<file path="src/rtl/edubos5_pkg.sv">
// Shared types for the EDUBOS5 branch-resolve / writeback stage.
// The instruction kind, branch condition codes, controller states and the
// issue-metadata record all live here so every stage agrees on encodings.
package edubos5_pkg;

    typedef enum logic [1:0] {
        KIND_OP     = 2'd0,
        KIND_BRANCH = 2'd1,
        KIND_JAL    = 2'd2,
        KIND_JALR   = 2'd3
    } brwb_kind_t;

    // Codes 010 and 011 are deliberately absent: they never branch.
    typedef enum logic [2:0] {
        F3_BEQ  = 3'b000,
        F3_BNE  = 3'b001,
        F3_BLT  = 3'b100,
        F3_BGE  = 3'b101,
        F3_BLTU = 3'b110,
        F3_BGEU = 3'b111
    } funct3_br_t;

    typedef enum logic {
        ST_RUN  = 1'b0,
        ST_KILL = 1'b1
    } brwb_state_t;

    // Return address is always the next sequential instruction.
    localparam logic [31:0] LINK_OFFSET = 32'd4;

    // Issue-time fields held for one cycle while the ALU produces its result.
    typedef struct packed {
        logic        valid;
        brwb_kind_t  kind;
        logic [2:0]  funct3;
        logic [4:0]  rd;
        logic [31:0] pc;
        logic [31:0] imm;
    } brwb_meta_t;

    // Indirect jumps discard bit 0 of the computed address.
    function automatic logic [31:0] jalr_target(input logic [31:0] base);
        return base & ~32'd1;
    endfunction

endpackage

</file>
<file path="src/rtl/edubos5_br_cond.sv">
// Branch condition evaluation: maps a branch funct3 code and the ALU compare
// flags onto a single taken bit. Unused codes (010, 011) are never taken.
module edubos5_br_cond
    import edubos5_pkg::*;
(
    input  logic [2:0] funct3,
    input  logic       eq,
    input  logic       lt,
    input  logic       ltu,
    output logic       taken
);

    // Pure decode of the condition code against the compare flags.
    always_comb begin
        taken = 1'b0;
        case (funct3)
            F3_BEQ:  taken = eq;
            F3_BNE:  taken = ~eq;
            F3_BLT:  taken = lt;
            F3_BGE:  taken = ~lt;
            F3_BLTU: taken = ltu;
            F3_BGEU: taken = ~ltu;
            default: taken = 1'b0;
        endcase
    end

endmodule

</file>
<file path="src/rtl/edubos5_brwb.sv">
// EDUBOS5 branch-resolve and writeback stage.
// Issue metadata is parked in a meta register for one cycle so it lines up
// with the ALU result; resolution is combinational from meta + ALU, and all
// outputs are registered (issue-to-output latency of two cycles).
// A redirect squashes the younger instruction sitting in meta and then holds
// off issue for KILL_CYCLES cycles via a RUN/KILL controller.
// Optional feature: define EDUBOS5_MISALIGN_TRAP_EN to turn taken targets
// with bit 1 set into a misalign pulse instead of a redirect.
module edubos5_brwb
    import edubos5_pkg::*;
#(
    parameter int unsigned KILL_CYCLES = 2,
    parameter logic [31:0] RESET_PC    = 32'h0000_0000
) (
    input  logic        clk,
    input  logic        reset,
    input  logic        iss_valid,
    input  brwb_kind_t  iss_kind,
    input  logic [2:0]  iss_funct3,
    input  logic [4:0]  iss_rd,
    input  logic [31:0] iss_pc,
    input  logic [31:0] iss_imm,
    input  logic [31:0] alu_out,
    input  logic        eq,
    input  logic        lt,
    input  logic        ltu,
    output logic        wb_valid,
    output logic [4:0]  wb_rd,
    output logic [31:0] wb_data,
    output logic        redirect,
    output logic [31:0] redirect_pc,
    output logic        misalign,
    output logic [31:0] retire_cnt
);

    localparam int unsigned CNT_W = (KILL_CYCLES < 2) ? 1 : $clog2(KILL_CYCLES + 1);

    brwb_meta_t  meta_q, meta_d;
    brwb_state_t state_q;
    logic [CNT_W-1:0] kill_cnt_q;

    logic        br_taken;
    logic        jump;
    logic [31:0] target;
    logic        res_wb;
    logic [31:0] res_data;
    logic        res_redirect;
    logic        res_misalign;
    logic        retire;
    logic        flush;

    logic        wb_valid_q;
    logic [4:0]  wb_rd_q;
    logic [31:0] wb_data_q;
    logic        redirect_q;
    logic [31:0] redirect_pc_q;
    logic        misalign_q;
    logic [31:0] retire_cnt_q;

    edubos5_br_cond u_br_cond (
        .funct3 (meta_q.funct3),
        .eq     (eq),
        .lt     (lt),
        .ltu    (ltu),
        .taken  (br_taken)
    );

    // Candidate meta contents from the issue port.
    always_comb begin
        meta_d        = '0;
        meta_d.valid  = iss_valid;
        meta_d.kind   = iss_kind;
        meta_d.funct3 = iss_funct3;
        meta_d.rd     = iss_rd;
        meta_d.pc     = iss_pc;
        meta_d.imm    = iss_imm;
    end

    // Resolve the instruction held in meta against this cycle's ALU outputs.
    always_comb begin
        jump         = 1'b0;
        target       = meta_q.pc + meta_q.imm;
        res_wb       = 1'b0;
        res_data     = alu_out;
        res_misalign = 1'b0;
        if (meta_q.valid) begin
            case (meta_q.kind)
                KIND_OP: begin
                    res_wb   = (meta_q.rd != 5'd0);
                    res_data = alu_out;
                end
                KIND_BRANCH: begin
                    jump = br_taken;
                end
                KIND_JAL: begin
                    jump     = 1'b1;
                    res_wb   = (meta_q.rd != 5'd0);
                    res_data = meta_q.pc + LINK_OFFSET;
                end
                default: begin
                    jump     = 1'b1;
                    target   = jalr_target(alu_out);
                    res_wb   = (meta_q.rd != 5'd0);
                    res_data = meta_q.pc + LINK_OFFSET;
                end
            endcase
        end
`ifdef EDUBOS5_MISALIGN_TRAP_EN
        res_misalign = jump & target[1];
`endif
        res_redirect = jump & ~res_misalign;
        if (res_misalign) begin
            res_wb = 1'b0;
        end
        retire = meta_q.valid & ~res_misalign;
        flush  = res_redirect | res_misalign;
    end

    // RUN/KILL controller; owns the meta register so a flush can squash it.
    //   state   | meaning
    //   RUN     | issue accepted into meta each cycle
    //   KILL    | issue ignored, kill counter counting down to 1
    always_ff @(posedge clk or negedge reset) begin
        if (!reset) begin
            state_q    <= ST_RUN;
            kill_cnt_q <= '0;
            meta_q     <= '0;
        end else begin
            case (state_q)
                ST_RUN: begin
                    if (flush) begin
                        meta_q <= '0;
                        if (KILL_CYCLES != 0) begin
                            state_q    <= ST_KILL;
                            kill_cnt_q <= CNT_W'(KILL_CYCLES);
                        end
                    end else begin
                        meta_q <= meta_d;
                    end
                end
                default: begin
                    meta_q <= '0;
                    if (kill_cnt_q == CNT_W'(1) || kill_cnt_q == '0) begin
                        state_q    <= ST_RUN;
                        kill_cnt_q <= '0;
                    end else begin
                        kill_cnt_q <= kill_cnt_q - CNT_W'(1);
                    end
                end
            endcase
        end
    end

    // Register the resolution results; strobes are single-cycle pulses.
    always_ff @(posedge clk or negedge reset) begin
        if (!reset) begin
            wb_valid_q    <= 1'b0;
            wb_rd_q       <= '0;
            wb_data_q     <= '0;
            redirect_q    <= 1'b0;
            redirect_pc_q <= RESET_PC;
            misalign_q    <= 1'b0;
            retire_cnt_q  <= '0;
        end else begin
            wb_valid_q <= res_wb;
            redirect_q <= res_redirect;
            misalign_q <= res_misalign;
            if (res_wb) begin
                wb_rd_q   <= meta_q.rd;
                wb_data_q <= res_data;
            end
            if (res_redirect) begin
                redirect_pc_q <= target;
            end
            if (retire) begin
                retire_cnt_q <= retire_cnt_q + 32'd1;
            end
        end
    end

    assign wb_valid    = wb_valid_q;
    assign wb_rd       = wb_rd_q;
    assign wb_data     = wb_data_q;
    assign redirect    = redirect_q;
    assign redirect_pc = redirect_pc_q;
    assign misalign    = misalign_q;
    assign retire_cnt  = retire_cnt_q;

endmodule

</file>
<file path="config.mk">
export PLATFORM = sky130hd
export DESIGN_NAME = edubos5_brwb
export DESIGN_NICKNAME = d
export VERILOG_FILES = /design/src/rtl/edubos5_pkg.sv /design/src/rtl/edubos5_br_cond.sv /design/src/rtl/edubos5_brwb.sv
export SDC_FILE = /design/constraint.sdc
export NUM_CORES = 1
export LEC_CHECK = 0
export ABC_AREA = 1
export CORE_MARGIN = 4
export CORE_UTILIZATION = 30
export CTS_BUF_LIST = sky130_fd_sc_hd__clkbuf_2 sky130_fd_sc_hd__clkbuf_4 sky130_fd_sc_hd__clkbuf_8
export CTS_CLUSTER_SIZE = 8
export DETAILED_ROUTE_END_ITERATION = 16
export GPL_ROUTABILITY_DRIVEN = 0
export GPL_TIMING_DRIVEN = 0
export PLACE_DENSITY_LB_ADDON = 0.3
export SYNTH_ARGS = -nofsm -noshare
export SYNTH_HDL_FRONTEND = slang
export SYNTH_HIERARCHICAL = 1
export SYNTH_SLANG_ARGS = --single-unit
</file>
<file path="constraint.sdc">
create_clock -name clk -period 3.9 [get_ports clk]
set_clock_uncertainty 0.2 [all_clocks]
set_input_delay 0.78 -clock clk [delete_from_list [all_inputs] [get_ports clk]]
set_output_delay 0.78 -clock clk [all_outputs]
set_load 0.01 [all_outputs]
</file>
==> impl_metrics.csv, run 1 <==
group,metric,value,unit
min_path,hold_path.class,"input pin to async pin",
global_route,antenna_found_initial,3,
cells_and_area,fin_cells,2211,
detailed_routing,via_per_inst,4.740,
timing,relSlewSlack,44.90,%
worst_setup_path,worst_ep_required_time,4.09,ns
timing,setup_viol_count_final,0,
timing,finalHoldViolCount,0,
cells_and_area,area.sequential,0.004529,sq mm
clock_tree,cts_buffer_depth,2,
synthesis,synth.area.top_cells,"dfrtp_1, nand2_1, nor2_1",
detailed_routing,drt-total-wl,37630,um
timing,period_minus_slack,2.639,ns
floorplanning,dieWidth,196.5,um
detailed_routing,drc,0,
cells_and_area,fin_nets,1888,
cells_and_area,n_fill_cell,3611,
cells_and_area,drive_gt1_share,4.387,%
placed_design,dpl-instance-area,0.01340,sq mm
power,peakVddDrop,0.2510,mV
worst_setup_path,end_kind,"flip-flop",
worst_setup_path,path_max_fanout,4,
placed_design,dp.cells,2178,
synthesis,syn_inst,1508,
global_route,grtUsageTotal,19.12,%
clock_tree,cts_root_buf,"clkbuf_8",
clock_tree,postCtsSetupBuffers,0,
synthesis,syn_area_per_cell,7.068,sq um
clock_tree,cts_tree,"yes",
synthesis,seq_area_frac_synth,42.49,%
synthesis,synth_common_cells,"nand2_1, nor2_1, inv_1",
clock_tree,cts_made_buffers,17,
synthesis,yosys.area.top_type_share,42.49,%
synthesis,yosysTopAreaCell,"dfrtp_1",
synthesis,syn_area,0.01066,sq mm
synthesis,synth_most_common_cell,"nand2_1",
global_route,grt_overflow,0,
cells_and_area,multi_input_area,0.005213,sq mm
timing,tightest_slew,0.8265,ns
timing,setup_tns,0,ns
synthesis,synth_seq_cells,181,
clock_tree,cts_max_level,4,
timing,final.period_utilization,67.67,%
floorplanning,fp.dieH,196.5,um
cells_and_area,syn_to_final_growth,29.79,%
clock_tree,clock-sinks,181,
placed_design,port_buffers,214,
clock_tree,hold_buffers,0,
clock_tree,cts_resized,0,
synthesis,yosys_warnings,6,
power,p_per_area,657.7,mW/mm^2
detailed_routing,postRouteAntennaNets,0,
synthesis,syn_nets,1654,
synthesis,synth-edff-count,0,
floorplanning,dieArea,0.03861,sq mm
clock_tree,clk_pin_slew,0.11,ns
floorplanning,coreArea,0.03480,sq mm
worst_setup_path,critPathKind,"flip-flop to flip-flop",
global_route,grt_pass1_wl,57100,um
detailed_routing,dr.pass1.iters,6,
detailed_routing,vias,10480,
global_route,grt_start_max_net_pins,100,
timing,slew_violations,0,
clock_tree,clk_latency,0.49,ns
cells_and_area,final_area,0.01383,sq mm
power,leakagePower,7.019,nW
timing,rsz0062_at_grt,"false",
timing,fmax,378.9,MHz
synthesis,synth_async_sr_flop_share,100.0,%
outcome,status,"finished clean",
synthesis,synthFlopType,"dfrtp_1",
placed_design,post-dp-hpwl,30220,um
floorplanning,io_pins,216,
worst_setup_path,arrival,2.83,ns
floorplanning,num_rows,68,
worst_setup_path,start_kind,"flip-flop",
flow_run,max-cap-violations,0,
detailed_routing,drt_iter0_markers,806,
timing,whs,0.06556,ns
detailed_routing,wire_per_inst,17.02,um
synthesis,synth_cell_type_count,43,
floorplanning,start_util,30.63,%
cells_and_area,final_util,39.76,%
global_route,grt_pass1_vias,9932,
[metal layers]
metal	track usage, %	part of all wire (%)
met1	25.66	43
met2	31.40	47
met4	5.172	2.3
met3	4.154	7.8
met5	0	0.061
[cells in the final DEF (no fill, tap or decap), drive strengths merged, types with 6 or more instances in the layout]
| cell type | Yosys | final |
|---|---|---|
| nand2 | 521 | 521 |
| clkdlybuf4s50 | 0 | 213 |
| nor2 | 203 | 203 |
| inv | 192 | 198 |
| dfrtp | 181 | 181 |
| nand3 | 80 | 80 |
| o21ai | 75 | 75 |
| a21oi | 56 | 56 |
| clkbuf | 28 | 48 |
| xor2 | 33 | 33 |
| ha | 33 | 33 |
| nor3 | 26 | 26 |
| buf | 16 | 18 |
| nand4 | 16 | 16 |
| xnor2 | 12 | 12 |
| o211ai | 9 | 9 |
| nand3b | 7 | 7 |
| a31oi | 6 | 6 |
[power breakdown]
group          internal [mW]  leakage [nW]  switching (mW)
clock network          0.636         0.213           0.793
registers               2.51          2.28           0.579
logic                   1.81          4.52            2.76
total                   4.96          7.02            4.14
[per-stage QoR]
stage               power [mW]  setup WS [ns]
finish                   9.099          1.261
global placement         7.630         -5.813
CTS                      9.138          1.278
floorplan                5.572          1.850
global route             9.791          1.119
detailed placement       7.684         0.7918
[final timing paths]
check                      startpoint               to  slack [ns]  cells after the start
max reg2reg                meta_q[32]  redirect_pc[28]        1.26                     12
min                             reset        meta_q[1]        0.07                      1
min in group clk           meta_q[66]         wb_rd[2]        0.28                      2
max in group asynchronous       reset      wb_data[23]        2.48                      2
max                        meta_q[32]  redirect_pc[28]        1.26                     12
min reg2reg                meta_q[66]         wb_rd[2]        0.28                      2
[cell families (layout without fill, tap and decap cells)]
logic type	after synthesis	after routing	share of synthesized area, %
AOI/OAI and AO/OA	151	151	7.501
xor gates and xnor gates	45	45	3.768
adders and majority gates	34	34	4.062
buffers and inverters	237	484	8.604
DFF	181	181	42.49
other	1	2	0.03518
and+or+nand+nor	859	859	33.54
[registers in the layout, summed over array words and instances, names as in the netlist]
signal       cells
retire           1
wb_valid         1
wb_data         32
wb_rd            5
meta_q          74
redirect         1
retire_cnt      32
state_q          1
kill_cnt_q       2
redirect_pc     32
[critical path, cell delays in order (launching register included)]
cell     delay (ns)
dfrtp_1        0.41
ha_1           0.25
fa_1           0.49
nand3_1        0.13
nand3_1        0.15
nand3_1        0.11
nand3_1        0.17
nand2_1        0.14
nand2_1        0.06
nand2_1        0.06
nand3_1        0.13
nand2_1        0.17
nand2_1        0.07
[layout make-up]
cell class,instances,share of cell area (%)
buffer,44,1.393
clock inverter,12,1.158
inverter,193,5.237
sequential,181,32.74
timing repair buffer,215,15.72
multi-input combinational,1090,37.68
tap,455,4.115
clock buffer,20,1.944
antenna,1,0.01809
Power figures use the tool's default switching activity.
==> run 2, diff against run 1 <==
==> constraint.sdc (replaced) <==
create_clock -name clk -period 2.7 [get_ports clk]
set_clock_uncertainty 0.2 [all_clocks]
set_input_delay 0.54 -clock clk [delete_from_list [all_inputs] [get_ports clk]]
set_output_delay 0.54 -clock clk [all_outputs]
set_load 0.01 [all_outputs]
==> impl_metrics.csv, run 2 (synthesis results as in run 1) <==
group,metric,value,unit
floorplanning,fp.dieH,196.5,um
global_route,grt_pass1_wl,57100,um
cells_and_area,fin_cells,2212,
floorplanning,num_rows,68,
worst_setup_path,start_kind,"flip-flop",
global_route,grt_pass1_vias,9932,
outcome,status,"finished clean",
clock_tree,cts_buffer_depth,2,
timing,period_minus_slack,2.568,ns
cells_and_area,final_area,0.01385,sq mm
worst_setup_path,r2r_setup_slack,0.13,ns
clock_tree,cts_root_buf,"clkbuf_8",
worst_setup_path,crit_buf_inv,0,
flow_run,max-cap-violations,0,
worst_setup_path,cp_num_cells,12,
cells_and_area,fin_nets,1889,
timing,tightest_slew,0.8203,ns
min_path,hold_path.class,"flip-flop to flip-flop",
global_route,grtUsageTotal,19.12,%
cells_and_area,regMostFlops,"meta_q",
timing,final.period_utilization,95.09,%
placed_design,port_buffers,214,
cells_and_area,n_fill_cell,3609,
cells_and_area,area.sequential,0.004529,sq mm
cells_and_area,final_cell_mix,"nand2_1, clkdlybuf4s50_1, nor2_1",
clock_tree,clock-sinks,181,
floorplanning,coreArea,0.03480,sq mm
timing,rsz0062_at_grt,"false",
detailed_routing,dr.pass1.iters,7,
clock_tree,cts_tree,"yes",
placed_design,dpl-instance-area,0.01340,sq mm
worst_setup_path,setup.worst_path.start,"meta_q[32]",
detailed_routing,vias,10530,
detailed_routing,via_per_inst,4.760,
placed_design,dp.cells,2178,
detailed_routing,drt_iter0_markers,799,
worst_setup_path,max_stage_delay,0.41,ns
clock_tree,cts_max_level,4,
timing,relSlewSlack,45.32,%
detailed_routing,postRouteAntennaNets,0,
clock_tree,postCtsSetupBuffers,0,
floorplanning,start_util,30.63,%
detailed_routing,drc,0,
global_route,antenna_found_initial,3,
global_route,grt_start_max_net_pins,100,
timing,finalHoldViolCount,0,
worst_setup_path,arrival,2.76,ns
clock_tree,cts_made_buffers,17,
timing,slew_violations,0,
global_route,grt_overflow,0,
worst_setup_path,path_max_fanout,4,
min_path,hold_depth,2,
worst_setup_path,r2r-start,"meta_q[32]",
timing,setup_viol_count_final,0,
worst_setup_path,end_kind,"flip-flop",
cells_and_area,syn_to_final_growth,29.91,%
floorplanning,io_pins,216,
worst_setup_path,reg2reg_depth,12,
cells_and_area,largest_reg_flops,74,
worst_setup_path,path_delay_family,"simple AND/OR/NAND/NOR gates",
timing,fmax,389.5,MHz
floorplanning,dieWidth,196.5,um
detailed_routing,wire_per_inst,17.05,um
power,p_per_area,949.6,mW/mm^2
timing,setup_tns,0,ns
worst_setup_path,r2r_end,"redirect_pc[28]",
worst_setup_path,worst_ep_required_time,2.89,ns
detailed_routing,drt-total-wl,37720,um
floorplanning,dieArea,0.03861,sq mm
cells_and_area,layout_commonest_cell,"nand2_1",
cells_and_area,multi_input_area,0.005215,sq mm
worst_setup_path,cp_slowest_cell,"dfrtp_1",
placed_design,post-dp-hpwl,30220,um
worst_setup_path,critPathKind,"flip-flop to flip-flop",
worst_setup_path,endpoint,"redirect_pc[28]",
power,peakVddDrop,0.3616,mV
clock_tree,clk_pin_slew,0.11,ns
power,leakagePower,7.021,nW
worst_setup_path,worstPathCellList,"ha_1 -> fa_2 -> nand3_1 -> nand3_1 -> nand3_1 -> nand3_1 -> nand2_1 -> nand2_1 -> nand2_1 -> nand3_1 -> nand2_1 -> nand2_1",
clock_tree,clk_latency,0.49,ns
cells_and_area,drive_gt1_share,4.442,%
==> run 2: worst reg2reg max path, delay by kind of cell (launching register included) <==
kind          cells  cell delay [ns]
fa+ha+maj         2             0.68
flops             1             0.41
simple gates     10             1.19
==> run 2: worst min-delay path by stage <==
stage / start / to / slack (ns)
2_1_floorplan: reset / kill_cnt_q[0] / 0.04
3_3_place_gp: meta_q[66] / wb_rd[2] / 0.26
3_5_place_dp: redirect_pc[19] / redirect_pc[19] / 0.26
4_1_cts: meta_q[66] / wb_rd[2] / 0.29
5_1_grt: redirect_pc[2] / redirect_pc[2] / 0.31
6_report: redirect_pc[2] / redirect_pc[2] / 0.29
==> run 2: repair_timing <==
item / CTS / global route
endpoints found under the hold margin: 82 / 0
setup endpoints to repair: 0 / 2
hold buffers: 1 / 0
gates resized for setup: 0 / 1
==> run 2: final cells by class <==
type,count,area share (%)
Antenna cell,1,0.01807
Buffer,44,1.392
Clock buffer,20,1.943
Clock inverter,12,1.157
Inverter,193,5.232
Multi-Input combinational cell,1090,37.66
Sequential cell,181,32.71
Tap cell,455,4.111
Timing Repair Buffer,216,15.78
==> run 2: metrics by stage <==
| step | utilization [%] | power [mW] | worst slack (ns) | hold slack, ns |
|---|---|---|---|---|
| 2_1_floorplan | - | 8.049 | 0.6496 | 0.04441 |
| 3_3_place_gp | 38.42 | 11.02 | -6.773 | 0.2589 |
| 3_5_place_dp | 38.52 | 11.10 | -0.1682 | 0.2649 |
| 4_1_cts | 39.78 | 13.20 | 0.07836 | 0.2918 |
| 5_1_grt | 39.79 | 14.15 | 0.01238 | 0.3114 |
| 6_report | 39.79 | 13.15 | 0.1324 | 0.2872 |
==> run 2: layer usage <==
metal	up-vias	GRT usage, %	wire length [um]
met4	4	5.172	802
met1	4928	25.67	16440
li1	5165	-	-
met2	387	31.40	17550
met5	-	0	23
met3	46	4.137	2900
==> run 2: report_power, final <==
group	switching (mW)	internal (mW)	total (mW)
clock	1.14	0.919	2.06
combinational	4.00	2.62	6.63
sequential	0.833	3.63	4.46
==> run 3, diff against run 2 <==
--- a/config.mk
+++ b/config.mk
@@ -6,6 +6,7 @@
 export NUM_CORES = 1
 export LEC_CHECK = 0
 export ABC_AREA = 1
+export CAP_MARGIN = 5
 export CORE_MARGIN = 4
 export CORE_UTILIZATION = 30
 export CTS_BUF_LIST = sky130_fd_sc_hd__clkbuf_2 sky130_fd_sc_hd__clkbuf_4 sky130_fd_sc_hd__clkbuf_8
==> constraint.sdc (replaced) <==
create_clock -name clk -period 2.5 [get_ports clk]
set_clock_uncertainty 0.2 [all_clocks]
set_input_delay 0.5 -clock clk [delete_from_list [all_inputs] [get_ports clk]]
set_output_delay 0.5 -clock clk [all_outputs]
set_load 0.01 [all_outputs]
==> impl_metrics.csv, run 3 (synthesis results as in run 1) <==
group,metric,value,unit
detailed_routing,vias,10570,
timing,relSlewSlack,44.74,%
placed_design,port_buffers,214,
floorplanning,dieWidth,196.5,um
global_route,grt_pass1_vias,9934,
outcome,status,"finished clean",
clock_tree,cts_max_level,4,
power,total_power,14.37,mW
flow_run,max-cap-violations,0,
worst_setup_path,path_max_fanout,10,
worst_setup_path,worst_ep_required_time,2.69,ns
floorplanning,num_rows,68,
power,p_per_area,1028,mW/mm^2
placed_design,dpl-instance-area,0.01340,sq mm
global_route,antenna_found_initial,3,
timing,final.period_utilization,97.81,%
timing,finalHoldViolCount,0,
timing,tightest_slew,0.8290,ns
timing,slew_violations,0,
detailed_routing,drt-total-wl,37800,um
min_path,hold_path.class,"flip-flop to flip-flop",
global_route,grtUsageTotal,19.13,%
global_route,grt_pass1_wl,57140,um
cells_and_area,drive_gt1_share,6.200,%
floorplanning,dieArea,0.03861,sq mm
power,p_int,7.838,mW
worst_setup_path,arrival,2.64,ns
floorplanning,io_pins,216,
power,clkPwrFrac,15.5,%
worst_setup_path,start_kind,"flip-flop",
clock_tree,clk_pin_slew,0.11,ns
timing,fmax,408.9,MHz
global_route,grt_overflow,0,
power,p_switching,6.533,mW
cells_and_area,final_area,0.01397,sq mm
cells_and_area,regMostFlops,"meta_q",
cells_and_area,syn_to_final_growth,31.10,%
detailed_routing,drc,0,
power,leakagePower,7.037,nW
clock_tree,cts_made_buffers,17,
clock_tree,clock-sinks,181,
detailed_routing,dr.pass1.iters,5,
clock_tree,cts_tree,"yes",
cells_and_area,n_fill_cell,3592,
detailed_routing,drt_iter0_markers,846,
cells_and_area,final_cell_mix,"nand2_1, clkdlybuf4s50_1, inv_1",
global_route,grt_start_max_net_pins,100,
floorplanning,coreArea,0.03480,sq mm
clock_tree,cts_root_buf,"clkbuf_8",
timing,setup_viol_count_final,0,
power,peakVddDrop,0.3898,mV
detailed_routing,wire_per_inst,17.07,um
floorplanning,start_util,30.63,%
power,swShare,45.46,%
detailed_routing,via_per_inst,4.772,
detailed_routing,postRouteAntennaNets,0,
worst_setup_path,critPathKind,"flip-flop to flip-flop",
timing,period_minus_slack,2.445,ns
power,p_comb_share,50.8,%
clock_tree,clk_latency,0.49,ns
power,p_seq_share,33.6,%
cells_and_area,largest_reg_flops,74,
cells_and_area,layout_commonest_cell,"nand2_1",
cells_and_area,fin_nets,1891,
placed_design,post-dp-hpwl,30220,um
worst_setup_path,end_kind,"flip-flop",
floorplanning,fp.dieH,196.5,um
clock_tree,cts_buffer_depth,2,
run 3: final cells by class:
| type | count | area, sq um | share of cell area, % |
|---|---|---|---|
| Timing Repair Buffer | 218 | 2200 | 15.74 |
| Buffer | 44 | 193.9 | 1.388 |
| Antenna cell | 1 | 2.502 | 0.01791 |
| Clock inverter | 12 | 160.2 | 1.146 |
| Clock buffer | 20 | 269.0 | 1.925 |
| Sequential cell | 181 | 4534 | 32.45 |
| Inverter | 193 | 724.4 | 5.184 |
| Multi-Input combinational cell | 1090 | 5320 | 38.07 |
| Tap cell | 455 | 569.3 | 4.074 |
run 3: power groups by stage:
| stage | combinational [mW] | sequential, mW | clock, mW |
|---|---|---|---|
| after floorplan | 3.90 | 4.80 | 0 |
| after global placement | 7.04 | 4.86 | 0 |
| after detailed placement | 7.12 | 4.86 | 0 |
| after CTS | 7.18 | 4.82 | 2.28 |
| after global routing | 8.12 | 4.93 | 2.39 |
| final | 7.31 | 4.83 | 2.23 |
run 3: path summary, 6_finish.rpt:
path / end / startpoint / cells after the start / slack [ns]
max: redirect_pc[26] / retire / 8 / 0.05
min: wb_rd[2] / meta_q[66] / 2 / 0.28
max reg2reg: redirect_pc[26] / retire / 8 / 0.05
min reg2reg: wb_rd[2] / meta_q[66] / 2 / 0.28
max in group asynchronous: wb_data[23] / reset / 3 / 0.76
min in group asynchronous: redirect_pc[1] / reset / 2 / 0.38
run 3: repair_timing:
action,4_1_cts,5_1_grt
resized for setup,3,30
endpoints found under the setup margin,3,14
hold buffers,1,0
pin swaps,1,2
endpoints found under the hold margin,82,0
setup buffers,0,2
run 3: worst max-delay path, cell delays in order (launching register included):
cell	delay (ns)
dfrtp_1	0.39
buf_6	0.14
nand2_1	0.19
nor2_4	0.12
inv_2	0.20
clkbuf_1	0.59
nand3_1	0.29
nand2_1	0.15
nand2_1	0.07
run 3: stage by stage:
stage               cells  setup WS [ns]  util (%)  TNS (ns)  hold slack, ns
floorplan            1508         0.4496         -         0        0.004409
detailed placement   2178        -0.3282     38.52    -21.32          0.2649
finish               2214        0.05471     40.16         0          0.2837
global placement     2177         -6.933     38.42  -1270.79          0.2589
global route         2214      -0.006162     40.16  -0.01069          0.3085
CTS                  2211        0.01824     39.81         0          0.2918
run 3: layer usage:
metal,GRT usage [%],part of all wire (%)
met5,0,0.061
met4,5.172,2.6
met2,31.42,46
met3,4.137,7.9
met1,25.69,43
